**src/rtl/layer_compositor.sv**
```systemverilog
// ============================================================================
// Module      : layer_compositor
// Description : Priority sprite-layer merge over a selectable background with
//               a matched 2-stage VGA output pipeline and per-frame collisions.
// Revision    : 1.0 - initial release
// ============================================================================
`default_nettype none

module layer_compositor #(
    parameter int LAYERS      = 4,
    parameter int COLOR_W     = 8,
    parameter int COL_W       = 12,
    parameter int ROW_W       = 11,
    parameter int CHECK_SHIFT = 7,
    parameter int FRAME_W     = 16
) (
    input  logic                            clock,
    input  logic                            reset,
    input  logic [COL_W-1:0]                display_col,
    input  logic [ROW_W-1:0]                display_row,
    input  logic                            visible,
    input  logic                            hsync,
    input  logic                            vsync,
    input  logic [LAYERS*(3*COLOR_W+1)-1:0] layer_data,
    input  logic [1:0]                      bg_mode,
    input  logic [3*COLOR_W-1:0]            bg_color,
    output logic [COLOR_W-1:0]              VGA_R,
    output logic [COLOR_W-1:0]              VGA_G,
    output logic [COLOR_W-1:0]              VGA_B,
    output logic                            VGA_HS,
    output logic                            VGA_VS,
    output logic                            VGA_BLANK_N,
    output logic                            frame_tick,
    output logic [FRAME_W-1:0]              frame_count,
    output logic [LAYERS-1:0]               collision
);

    localparam int c_LW = 3*COLOR_W + 1;
    localparam int c_PW = 3*COLOR_W;

    logic [LAYERS-1:0]        w_valid;
    logic [c_PW-1:0]          w_color [LAYERS];
    logic                     w_hit;
    logic [c_PW-1:0]          w_win;
    logic                     w_seen;
    logic                     w_multi;
    logic                     w_chk_bit;
    logic [COLOR_W-1:0]       w_chk_ch;
    logic [COL_W+COLOR_W-1:0] w_grad_ext;
    logic [COLOR_W-1:0]       w_grad_ch;
    logic [c_PW-1:0]          w_bg;
    logic [c_PW-1:0]          w_pix;
    logic                     w_frame_edge;
    logic                     w_unused_bits;

    logic [1:0]               r_bg_mode;
    logic [c_PW-1:0]          r_bg_color;
    logic [c_PW-1:0]          r_s1_rgb;
    logic                     r_s1_vis;
    logic                     r_s1_hs;
    logic                     r_s1_vs;
    logic [LAYERS-1:0]        r_acc;

    generate
        for (genvar i = 0; i < LAYERS; i++) begin : g_layer
            assign w_valid[i] = layer_data[i*c_LW];
            assign w_color[i] = layer_data[i*c_LW+1 +: c_PW];
        end
    endgenerate

    // Scan from the highest index down so the lowest valid index is left last.
    always_comb begin
        w_hit = 1'b0;
        w_win = '0;
        for (int i = LAYERS-1; i >= 0; i--) begin
            if (w_valid[i]) begin
                w_hit = 1'b1;
                w_win = w_color[i];
            end
        end
    end

    always_comb begin
        w_seen  = 1'b0;
        w_multi = 1'b0;
        for (int i = 0; i < LAYERS; i++) begin
            if (w_valid[i]) begin
                if (w_seen) w_multi = 1'b1;
                w_seen = 1'b1;
            end
        end
    end

    assign w_chk_bit  = display_row[CHECK_SHIFT] ^ display_col[CHECK_SHIFT];
    assign w_chk_ch   = {3'b111, {(COLOR_W-3){w_chk_bit}}};
    assign w_grad_ext = {{COLOR_W{1'b0}}, display_col} >> 3;
    assign w_grad_ch  = w_grad_ext[COLOR_W-1:0];

    // Background selection only ever looks at the per-frame shadow registers.
    always_comb begin
        w_bg = '0;
        case (r_bg_mode)
            2'd0:    w_bg = {3{w_chk_ch}};
            2'd1:    w_bg = r_bg_color;
            2'd2:    w_bg = {3{w_grad_ch}};
            default: w_bg = '0;
        endcase
    end

    assign w_pix         = w_hit ? w_win : w_bg;
    assign w_frame_edge  = r_s1_vs & ~vsync;
    assign w_unused_bits = ^{display_row, display_col, w_grad_ext};

    always_ff @(posedge clock) begin
        if (reset) begin
            r_s1_rgb <= '0;
            r_s1_vis <= 1'b0;
            r_s1_hs  <= 1'b1;
            r_s1_vs  <= 1'b1;
        end else begin
            r_s1_rgb <= w_pix;
            r_s1_vis <= visible;
            r_s1_hs  <= hsync;
            r_s1_vs  <= vsync;
        end
    end

    always_ff @(posedge clock) begin
        if (reset) begin
            VGA_R       <= '0;
            VGA_G       <= '0;
            VGA_B       <= '0;
            VGA_HS      <= 1'b1;
            VGA_VS      <= 1'b1;
            VGA_BLANK_N <= 1'b0;
        end else begin
            VGA_R       <= r_s1_vis ? r_s1_rgb[3*COLOR_W-1:2*COLOR_W] : '0;
            VGA_G       <= r_s1_vis ? r_s1_rgb[2*COLOR_W-1:COLOR_W]   : '0;
            VGA_B       <= r_s1_vis ? r_s1_rgb[COLOR_W-1:0]           : '0;
            VGA_HS      <= r_s1_hs;
            VGA_VS      <= r_s1_vs;
            VGA_BLANK_N <= r_s1_vis;
        end
    end

    // Clear on the frame edge takes precedence over a same-cycle overlap.
    always_ff @(posedge clock) begin
        if (reset) begin
            frame_tick  <= 1'b0;
            frame_count <= '0;
            collision   <= '0;
            r_acc       <= '0;
            r_bg_mode   <= 2'd0;
            r_bg_color  <= '0;
        end else begin
            frame_tick <= w_frame_edge;
            if (w_frame_edge) begin
                frame_count <= frame_count + FRAME_W'(1);
                collision   <= r_acc;
                r_acc       <= '0;
                r_bg_mode   <= bg_mode;
                r_bg_color  <= bg_color;
            end else if (visible && w_multi) begin
                r_acc <= r_acc | w_valid;
            end
        end
    end

endmodule

`default_nettype wire

```
**config.mk**
```make
export PLATFORM = sky130hd
export DESIGN_NAME = layer_compositor
export DESIGN_NICKNAME = d
export VERILOG_FILES = /design/src/rtl/layer_compositor.sv
export SDC_FILE = /design/constraint.sdc
export NUM_CORES = 1
export LEC_CHECK = 0
export CAP_MARGIN = 20
export CORE_UTILIZATION = 45
export DETAILED_ROUTE_END_ITERATION = 6
export PLACE_DENSITY_LB_ADDON = 0.2
export SETUP_SLACK_MARGIN = 0.02
export SLEW_MARGIN = 10
export SYNTH_ARGS = -nofsm -noshare
export SYNTH_HDL_FRONTEND = slang
export SYNTH_SLANG_ARGS = --single-unit
```
**constraint.sdc**
```tcl
create_clock -name clock -period 4.8 [get_ports clock]
set_input_delay 1.44 -clock clock [delete_from_list [all_inputs] [get_ports clock]]
set_output_delay 1.44 -clock clock [all_outputs]
set_load 0.02 [all_outputs]
```
==> results of run 1 <==
-- cells in the mapped netlist, types with 2 or more instances --
library cell,instances,area [um2]
a31oi_1,2,12.5
nand2b_1,3,18.8
buf_6,3,33.8
nand3_1,4,20.0
nor3_1,4,20.0
buf_2,3,15.0
a22oi_1,27,203
inv_1,26,97.6
and2_1,25,156
nor2_1,14,52.6
o31ai_1,3,22.5
or2_2,4,25.0
nor2b_1,8,50.1
nand4_1,4,25.0
a21oi_1,75,375
buf_1,3,11.3
a211oi_1,4,30.0
a221oi_1,9,78.8
o21ai_0,11,55.1
and4_1,2,17.5
xnor2_1,3,26.3
xor2_1,9,78.8
o311a_1,2,20.0
dfxtp_1,105,2100
a221o_1,24,240
and3_1,2,12.5
nand2_1,69,259
or4_1,3,22.5
clkbuf_1,35,131
or3_1,4,25.0
o22ai_1,15,93.8
-- cell type report --
| type | instances | share of cell area [%] |
|---|---|---|
| sequential | 105 | 32.7 |
| multi-input combinational | 334 | 31.1 |
| timing repair buffer | 191 | 29.3 |
| tap | 129 | 2.51 |
| clock buffer | 9 | 1.92 |
| inverter | 26 | 1.52 |
| clock inverter | 7 | 0.992 |
-- metal layers --
layer | GRT usage, % | routed length, um
met1 | 29.8 | 5330
met4 | 10.1 | 331
met3 | 6.10 | 848
met2 | 45.9 | 6370
met5 | 0 | 0
-- worst max-delay path, delay by kind of cell --
family / cells / cell delay, ps
simple gates: 1 / 860
buf+inv: 1 / 550
compound gates: 3 / 700
-- flip-flops by register name (all words and copies together) (netlist names) --
register,count
r_bg_mode,2
VGA_G,8
VGA_HS,1
VGA_VS,1
r_bg_color,24
frame_count,16
VGA_BLANK_N,1
r_s1_vs,1
VGA_R,8
frame_tick,1
r_s1_rgb,24
r_s1_hs,1
VGA_B,8
r_acc,4
collision,4
r_s1_vis,1
-- per-stage QoR --
stage               setup WS (ps)  total power (W)  cells
floorplan                    1980          0.00108    509
global placement             1270          0.00125    785
detailed placement           1140          0.00125    785
CTS                          1530          0.00177    801
global route                 1340          0.00184    801
finish                       1510          0.00176    801
-- cell families after synthesis --
kind of cell,share of synthesized area [%]
AO/OA/AOI/OAI,26.2
XOR/XNOR,2.40
adder cells (fa/ha/maj),0.285
buffers and inverters,6.59
flip-flops,48.0
AND/OR/NAND/NOR,16.6
-- path summary, 6_finish.rpt --
kind	slack, ps	start	endpoint	depth (start not counted)
min reg2reg	420	r_s1_hs	VGA_HS	1
max reg2reg	2800	r_bg_mode[0]	r_s1_rgb[12]	4
min	420	r_s1_hs	VGA_HS	1
max	1510	layer_data[75]	r_s1_rgb[15]	5
-- power by group --
group          switching (W)  internal, W
combinational       0.000137     0.000172
clock               0.000320     0.000203
sequential         0.0000174     0.000909
==> run_results.csv, run 1 <==
group,metric,value,unit
grt,grt.total_usage,25.8,%
place,gp_congestion,0.812,
place,dp.final_hpwl,9540,um
drt,routedWlPerCell,16.1,um
sta,hold_slack,425,ps
sta,relSlewSlack,30.6,%
sta,finalHoldViolations,0,
synthesis,synthDistinctLibCells,35,
finish,area_growth,46.8,%
sta,slew_viol_final,0,
finish,n_antenna_cell,0,
pwr,peakVddDrop,0.213,mV
synthesis,syn-mean-instance-area,8.61,um2
clocking,clk_pin_slew,100,ps
synthesis,ys_warn_count,0,
place,port_buffers,187,
pwr,power.density,273,mW/mm2
grt,grt-ovfl-total,0,
die,io_pins,202,
worst_setup_path,path_cells,"clkdlybuf4s50_1, nor2b_2, a221o_1, a22oi_1, a221oi_1",
die,die_area,0.0101,mm2
sta,fin_crit_sh,68.6,%
clocking,cts_htree_levels,3,
sta,worst_pin_slew,1040,ps
place,post_dp_cell_area,0.00624,mm2
worst_setup_path,critPathRequiredTime,5060,ps
clocking,ctsHoldBuffers,0,
finish,final_cell_mix,"clkdlybuf4s50_1 (184), dfxtp_1 (105), a21oi_1 (75)",
worst_setup_path,slowest_delay,860,ps
sta,clock_skew,12.4,ps
finish,multi_input_area,0.00200,mm2
finish,register_area,0.00210,mm2
flow_run,maxCapViolCount,0,
drt,drt-initial-drc-count,205,
worst_setup_path,cp-end-kind,"flip-flop",
drt,wl,12900,um
finish,final_nets,822,
clocking,clock_sinks,105,
sta,fin_setup_tns,0,ps
die,start_util,47.0,%
drt,drcViolationCount,0,
synthesis,synth_edf_count,0,
finish,final_common_cell,"clkdlybuf4s50_1",
finish,fin_util,69.0,%
synthesis,yosysSeqAreaShare,48.0,%
finish,fillers,786,
clocking,ctsResizeCount,0,
drt,postRouteAntennaNets,0,
sta,finalSetupViolations,0,
sta,rsz0062_at_grt,"false",
drt,dr.pass1.iters,5,
synthesis,synth_seq_cells,105,
synthesis,synthCells,509,
clocking,numCtsBuffers,9,
clocking,cts-root-buf,"clkbuf_8",
clocking,tritoncts,"done",
worst_setup_path,critPathKind,"in2reg",
worst_setup_path,arrival,3560,ps
die,rows,35,
clocking,clockBufferDepth,2,
sta,period_minus_slack,3290,ps
die,fp.coreArea,0.00933,mm2
synthesis,syn_nets,664,
synthesis,synthesis.area,0.00438,mm2
drt,via_per_inst,5.39,
synthesis,async_flop_share,0,%
die,fp.dieH,101,um
worst_setup_path,critical_path_peak_fanout,24,
worst_setup_path,crit_path_start_kind,"input port",
finish,fin_area,0.00643,mm2
synthesis,yosys_most_used_dff,"dfxtp_1",
drt,num_vias,4314,
grt,antenna_found_initial,0,
grt,grt_max_degree,68,
clocking,clk_latency,370,ps
grt,grt_pass1_vias,4072,
clocking,post_cts_buffers,0,
pwr,p_leak,2.44,nW
run_status,status,"finished clean",
hold_path,hold_class,"reg2reg",
sta,max_freq,304,MHz
grt,grt_pass1_wl,20000,um
worst_setup_path,cp_slowest_cell,"nor2b_2",
finish,drive_gt1_share,4.76,%
die,dieWidth,101,um
Power figures use the tool's default switching activity.
==> inputs of run 2 (changes only) <==
--- a/config.mk
+++ b/config.mk
@@ -6,7 +6,7 @@
 export NUM_CORES = 1
 export LEC_CHECK = 0
 export CAP_MARGIN = 20
-export CORE_UTILIZATION = 45
+export CORE_UTILIZATION = 41
 export DETAILED_ROUTE_END_ITERATION = 6
 export PLACE_DENSITY_LB_ADDON = 0.2
 export SETUP_SLACK_MARGIN = 0.02
==> constraint.sdc (replaced) <==
create_clock -name clock -period 3.11 [get_ports clock]
set_input_delay 0.933 -clock clock [delete_from_list [all_inputs] [get_ports clock]]
set_output_delay 0.933 -clock clock [all_outputs]
set_load 0.02 [all_outputs]
==> run_results.csv, run 2 (synthesis results as in run 1) <==
group,metric,value,unit
sta,fin_crit_sh,89.3,%
worst_setup_path,crit_path_start_kind,"input port",
run_status,status,"finished clean",
drt,postRouteAntennaNets,0,
drt,via_per_inst,5.27,
flow_run,maxCapViolCount,0,
pwr,total_power,0.00269,W
grt,grt_pass1_vias,4198,
worst_setup_path,path_cells,"clkdlybuf4s50_1, nor2b_2, a221o_1, a22oi_1, a221oi_1",
place,port_buffers,187,
sta,fin_setup_tns,0,ps
finish,fin_util,62.8,%
sta,finalHoldViolations,0,
clocking,cts_htree_levels,3,
sta,worst_slack,333,ps
die,rows,37,
worst_setup_path,cp_slowest_cell,"nor2b_2",
die,fp.dieH,105,um
finish,n_antenna_cell,0,
sta,relSlewSlack,25.5,%
place,pre_cts_ws,22.2,ps
worst_setup_path,critPathKind,"in2reg",
drt,drt-initial-drc-count,298,
grt,antenna_found_initial,0,
worst_setup_path,slowest_delay,910,ps
die,fp.coreArea,0.0103,mm2
sta,rsz0062_at_grt,"false",
drt,num_vias,4281,
clocking,clk_latency,360,ps
clocking,numCtsBuffers,9,
sta,finalSetupViolations,0,
sta,slew_viol_final,0,
pwr,p_leak,2.46,nW
drt,drcViolationCount,0,
finish,final_cell_mix,"clkdlybuf4s50_1 (184), dfxtp_1 (105), a21oi_1 (75)",
die,io_pins,202,
place,gp_congestion,0.809,
finish,final_nets,826,
worst_setup_path,crit_buf_inv,1,
clocking,ctsResizeCount,0,
die,dieWidth,105,um
sta,max_freq,360,MHz
grt,grt_max_degree,62,
finish,final_common_cell,"clkdlybuf4s50_1",
sta,clock_skew,14.6,ps
worst_setup_path,cp-end-kind,"flip-flop",
worst_setup_path,critical_path_peak_fanout,24,
clocking,cts-root-buf,"clkbuf_8",
clocking,clock_sinks,105,
clocking,tritoncts,"done",
finish,area_growth,47.8,%
worst_setup_path,arrival,3040,ps
grt,grt-ovfl-total,0,
worst_setup_path,cp.depth,5,
sta,period_minus_slack,2780,ps
clocking,post_cts_buffers,0,
hold_path,hold_class,"reg2reg",
finish,reg_top3,"r_bg_color (24), r_s1_rgb (24), frame_count (16)",
die,start_util,42.5,%
clocking,clk_pin_slew,100,ps
grt,grt.total_usage,22.8,%
pwr,peakVddDrop,0.270,mV
worst_setup_path,critPathRequiredTime,3370,ps
place,dp.final_hpwl,9430,um
worst_setup_path,r2r_cells,4,
clocking,clockBufferDepth,2,
drt,wl,12700,um
clocking,ctsHoldBuffers,0,
pwr,power.density,415,mW/mm2
hold_path,hold_depth,1,
die,die_area,0.0111,mm2
drt,dr.pass1.iters,5,
finish,drive_gt1_share,5.18,%
grt,grt_pass1_wl,20200,um
worst_setup_path,cp_top_family,"simple AND/OR/NAND/NOR gates",
sta,worst_pin_slew,1110,ps
drt,routedWlPerCell,15.6,um
[run 2: cell type report]
class | count | area (um2)
clock buffer | 9 | 124
clock inverter | 7 | 60.1
fill | 907 | 3840
inverter | 26 | 97.6
multi-input combinational | 334 | 2000
sequential | 105 | 2100
tap | 136 | 170
timing repair buffer | 195 | 1930
[run 2: final timing paths]
check	startpoint	end	slack (ps)
worst max-delay path	layer_data[50]	r_s1_rgb[6]	330
worst min register to register	r_s1_hs	VGA_HS	420
worst min-delay path	r_s1_hs	VGA_HS	420
worst max register to register	r_bg_mode[0]	r_s1_rgb[20]	1120
[run 2: layer usage]
layer	part of all wire, %	global-route usage [%]
met5	0	0
met4	1.8	7.24
met3	8.6	7.05
met2	48	40.3
met1	42	26.2
[run 2: metrics by stage]
step           hold slack [ps]  cells  area, um2
2_1_floorplan              389    509       4380
3_3_place_gp               396    795       6290
3_5_place_dp               398    795       6290
4_1_cts                    426    811       6470
5_1_grt                    441    812       6480
6_report                   422    812       6480
[run 2: where the power goes]
group / switching, W / internal [W] / total (W)
combinational: 0.000210 / 0.000269 / 0.000479
sequential: 0.0000251 / 0.00140 / 0.00143
clock: 0.000474 / 0.000305 / 0.000779
[run 2: worst register-to-register path, stage by stage (launching register included)]
cell and delay (ps):
dfxtp_1 490, inv_1 280, nor2_1 720, a22oi_1 220, o22ai_1 200
==> edit 1 (settings of run 1) <==
Add an input register stage for `layer_data`, with the module's reset; this delays it by one clock. The other inputs are not delayed to match.
--- a/src/rtl/layer_compositor.sv
+++ b/src/rtl/layer_compositor.sv
@@ -38,6 +38,16 @@
     localparam int c_LW = 3*COLOR_W + 1;
     localparam int c_PW = 3*COLOR_W;
 
+    logic [LAYERS*(3*COLOR_W+1)-1:0] layer_data_q;
+
+    always_ff @(posedge clock) begin
+        if (reset) begin
+            layer_data_q <= '0;
+        end else begin
+            layer_data_q <= layer_data;
+        end
+    end
+
     logic [LAYERS-1:0]        w_valid;
     logic [c_PW-1:0]          w_color [LAYERS];
     logic                     w_hit;
@@ -63,8 +73,8 @@
 
     generate
         for (genvar i = 0; i < LAYERS; i++) begin : g_layer
-            assign w_valid[i] = layer_data[i*c_LW];
-            assign w_color[i] = layer_data[i*c_LW+1 +: c_PW];
+            assign w_valid[i] = layer_data_q[i*c_LW];
+            assign w_color[i] = layer_data_q[i*c_LW+1 +: c_PW];
         end
     endgenerate
 
Function: changed (Yosys sat finds a counterexample within 4 cycles, from zero or initial values and one cycle with reset high).
==> edit 1 against run 1 <==
Combinational power increased by 18%; sequential power increased by 98%; routed wire length increased by 32%; design area increased by 50%; sequential cell count increased by 100; synthesized area increased by 59%; largest cell class unchanged; cell count increased by 34%; highest routed layer unchanged; setup slack improved by 0.26 ns; die area increased by 58%; power increased by 120%; non-clock buffer count increased by 3; critical path depth decreased by 4.
==> edit 1: results (changes against run 1) <==
The worst clock skew on the final layout is 0.0182 ns (+0.00577 ns). The slack of the worst reg-to-reg path came out at 2.16 ns (-0.64 ns). The fraction of area in clock buffers and inverters was 7.11% (+4.2 points).

The data arrival at the endpoint of the critical path came out at 1.59 ns (-1.97 ns). The tree is rooted in a clkbuf_16. The layout net count was 1026 (+25%). The flow ran to the end, and the final reports show no timing, DRC or antenna violations. The H-tree depth is 1 (-2). The area share of buffers outside the clock network came out at 20.1% (-9.2 points). The number of unique standard cell types used by synthesis is 38 (+8.6%). The largest stage delay on the critical path is 0.66 ns (-0.20 ns). The routed length on met3 came out at 972 µm (+15%). The fraction of final layout cells sized beyond drive strength 1 is 5.76% (+1.0 points).

The number of global-route vias before repair is 5269 (+29%). The worst vdd rail ir drop came out at 0.215 mV (+0.73%). The critical path ends at frame_count[3].

The internal power of the cells was 0.00295 W (+130%). The worst register-to-register path ends at r_s1_rgb[6]. The sequential-to-total area share from yosys stat came out at 58.9% (+11 points). The pin count of the biggest net entering global routing came out at 91 (+34%). In the synthesized netlist, the cells that appear most often are dfxtp_1 (205), nor2b_1 (113), a21oi_1 (70), nand2_1 (70), clkbuf_1 (43). The standby leakage power came to 3.65 nW (+50%). The initial DRC count is 369 (+80%). The number of buffers on the longest clock path came out at 3 (+1). The number of antenna violations at the first check in global routing came out at 0 (unchanged). The origin of the worst setup path is frame_count[3].

The part of the power in registers is 48.2% (-4.5 points). The combinational power is 0.000365 W (+18%). The total global routing track utilization is 20.7% (-5.0 points). The cell family contributing the most delay on the critical path is buffers and inverters. The layout inverter count without the clock tree came out at 14 (-46%).

The share of synthesized flip-flops with an asynchronous set or reset is 0% (unchanged). The length of routed met2 wiring came out at 7.61 mm (+19%). The quantity of gates resized following cts was 0 (unchanged).

The worst hold path terminates at VGA_HS. The net count after synthesis came out at 861 (+30%). The synthesis-stage register bit count is 205 (+95%). The count of fill cells added during filler insertion came out at 1214 (+54%). The clock latency at the later pin of the worst-skew pair is 0.49 ns (+0.12 ns). The detailed placer's ending HPWL is 11.7 mm (+22%).

The number of vias in the routed layout is 5489 (+27%). The count of plain and timing-repair buffers in the layout is 194 (+1.6%). The global-route wire length before repair came out at 26.4 mm (+32%). The number of clock buffers inserted by TritonCTS is 21 (+12). In the final layout, the registers with the most flip-flops are layer_data_q x100, r_bg_color x24, r_s1_rgb x24.

The final-layout clock buffer total is 28 (+19). The transition time of the tightest slew-check pin is 1.05 ns (+0.0143 ns). The global-route track usage on met1 came out at 28.9% (-0.87 points). The wire length after detailed routing is 17.0 mm (+32%). By area the synthesized netlist is led by dfxtp_1 (59%), nor2b_1 (10%), a21oi_1 (5.0%). The met3 global-route usage came to 3.29% (-2.8 points). The met1 layer wirelength in the final routing came out at 8.19 mm (+54%).

The CTS clock-pin slew for the worst setup and hold paths came out at 0.06 ns (-0.04 ns). The final weighted congestion in routability-driven placement came out at 0.832 (+2.5%).
==> edit 1: changes by cell type after synthesis, sizes merged, moves of 8 or more <==
cell	delta
a221o	-12
a22oi	-15
clkbuf	+8
dfxtp	+100
inv	-12
nor2b	+105
o21ai	-9
o22ai	+9
o32ai	+12
==> edit 1: stage by stage <==
step / hold slack [ns] / cell area, µm² / cells / setup slack, ns / total power, W
finish: 0.401 / 9620 / 1073 / 1.77 / 0.00379
floorplan: 0.389 / 6970 / 706 / 2.34 / 0.00203
global placement: 0.395 / 8910 / 1034 / 1.40 / 0.00222
global route: 0.427 / 9620 / 1073 / 1.71 / 0.00393
detailed placement: 0.398 / 8910 / 1034 / 1.34 / 0.00223
CTS: 0.410 / 9590 / 1071 / 1.76 / 0.00381
==> edit 1: logic make-up after synthesis <==
kind of cell    Yosys count  synth area share (%)
simple gates            263                  20.8
buf+inv                  66                  3.70
flops                   205                  58.9
fa+ha+maj                 1                 0.180
compound gates          159                  15.0
xor+xnor                 12                  1.51
==> edit 2 (settings of run 1) <==
Made on the original files. The parameter `COLOR_W` goes from 8 to 6.
--- a/src/rtl/layer_compositor.sv
+++ b/src/rtl/layer_compositor.sv
@@ -8,7 +8,7 @@
 
 module layer_compositor #(
     parameter int LAYERS      = 4,
-    parameter int COLOR_W     = 8,
+    parameter int COLOR_W     = 6,
     parameter int COL_W       = 12,
     parameter int ROW_W       = 11,
     parameter int CHECK_SHIFT = 7,
Ports: changed (5 resized); port bits go from 202 to 166. The function was not compared with the original's and may differ.
==> edit 2 against run 1 <==
Non-clock buffer count is 36 lower; global-route usage fell by 2.5 points; sequential cell count shrank 18; power is 6.4% lower; design area shrank 17%; routed wire length shrank 26%; synthesized cell count shrank 18%; clock power up 23%; sequential power decreased by 17%; synthesized area is 19% lower; setup slack gained 0.27 ns.
==> edit 2: results (changes against run 1) <==
The commonest cells after synthesis are dfxtp_1 (87), a21oi_1 (61), nand2_1 (55). The pin count of the biggest net entering global routing came to 51 (-25%). The routed length per placed instance is 14.5 µm (-9.7%). The fraction of final layout cells sized beyond drive strength 1 came out at 5.23% (+0.47 points). The worst vdd rail ir drop came to 0.196 mV (-8.2%).

The number of cells in the design after placement is 641 (-18%). The number of max-slew violations in the final report was 0 (unchanged). The clock latency at the later pin of the worst-skew pair is 0.34 ns (-0.03 ns).

The path depth of the worst reg2reg path came out at 5 (+1). The worst clock skew on the final layout came out at 0.0108 ns (-0.00163 ns). The number of buffers on the longest clock path is 2 (unchanged). The initial DRC count is 98 (-52%).

The sequential-to-total area share from yosys stat is 48.9% (+0.90 points). The data arrival at the endpoint of the critical path is 3.30 ns (-0.26 ns). In the final layout, the registers with the most flip-flops are r_bg_color x18, r_s1_rgb x18, frame_count x16. By area the synthesized netlist is led by dfxtp_1 (49%), a21oi_1 (8.6%), nand2_1 (5.8%). The quantity of gates resized following cts is 0 (unchanged). The share of synthesized flip-flops with an asynchronous set or reset came to 0% (unchanged). The average cell area after synthesis came out at 8.59 µm² (-0.25%).

The number of clock buffers inserted by TritonCTS came out at 9 (unchanged). The area after detailed placement came to 5100 µm² (-18%). The transition time of the tightest slew-check pin is 0.955 ns (-0.0804 ns). The flow ran to the end, and the final reports show no timing, DRC or antenna violations. The number of unique standard cell types used by synthesis came to 32 (-8.6%). The final weighted congestion in routability-driven placement is 0.818 (+0.73%). The diode insertion count for antenna repair came to 0 (unchanged).

The root buffer cell is clkbuf_8. The global-route wire length before repair is 15.5 mm (-23%). The net count after synthesis came out at 540 (-19%). The number of buffer cells added on primary ports came out at 149 (-20%). The worst hold path cell count is 1 (unchanged). The count of fill cells added during filler insertion is 632 (-20%). The layout net count is 675 (-18%). The standby leakage power came out at 2.03 nW (-17%). The number of global-route vias before repair came to 3168 (-22%). The per-cell via count in the routed design came out at 5.17 (-4.1%).

The path class of the lowest-slack min-delay path is reg2reg. The H-tree depth came out at 3 (unchanged). The first-pass detailed-route iteration total is 4 (-1). The detailed placer's ending HPWL came out at 6.86 mm (-28%).

The number of antenna violations at the first check in global routing was 0 (unchanged). The total global routing track utilization is 23.2% (-2.5 points). The highest net fanout along the worst path is 24 (unchanged). The count of non-filler cells in the finished layout is 656 (-18%).
edit 2: cell type report:
class | count | share of cell area, %
well taps | 102 | 2.38
flip-flops and latches | 87 | 32.5
inverters | 22 | 1.54
clock inverters | 6 | 2.50
clock buffers | 9 | 2.31
repair buffers | 155 | 28.6
multi-input cells | 275 | 30.2
edit 2: worst max-delay path, cell delays in order:
cell and delay (ns):
clkdlybuf4s50_1 0.40, buf_4 0.22, or4_4 0.65, a211o_1 0.38, o22ai_1 0.20
edit 2: routing by layer:
| layer | share of wire, % | vias to the layer above | GRT usage [%] |
|---|---|---|---|
| met5 | 0 | - | 0 |
| li1 | - | 1745 | - |
| met1 | 46 | 1545 | 30.3 |
| met3 | 6.9 | 11 | 6.37 |
| met2 | 45 | 88 | 37.6 |
| met4 | 1.3 | 0 | 6.75 |
edit 2: report_power, final:
part	total (W)	switching (W)	internal, W
clock	0.000644	0.000248	0.000396
combinational	0.000237	0.000103	0.000134
sequential	0.000764	0.0000127	0.000752
edit 2: metrics by stage:
stage / hold slack (ns) / setup slack [ns] / utilization (%)
final: 0.421 / 1.77 / 69.8
after floorplan: 0.389 / 2.22 / -
after detailed placement: 0.407 / 1.42 / 66.4
after global routing: 0.442 / 1.68 / 69.8
after CTS: 0.425 / 1.78 / 69.8
after global placement: 0.396 / 1.45 / 66.4
edit 2: final timing paths:
path / to / from / slack (ns)
worst min register to register: VGA_R[2] / r_s1_rgb[14] / 0.42
worst max-delay path: r_s1_rgb[12] / layer_data[38] / 1.77
worst min-delay path: VGA_R[2] / r_s1_rgb[14] / 0.42
worst max register to register: frame_count[12] / frame_count[0] / 3.07
edit 2: cell families (layout without fill, tap and decap cells):
| family | Yosys count | in the layout | synth area share [%] |
|---|---|---|---|
| buffers and inverters | 53 | 192 | 5.72 |
| XOR/XNOR | 10 | 10 | 2.46 |
| flip-flops | 87 | 87 | 48.9 |
| adder cells (fa/ha/maj) | 1 | 1 | 0.351 |
| AND/OR/NAND/NOR | 126 | 126 | 17.5 |
| AO/OA/AOI/OAI | 138 | 138 | 25.1 |
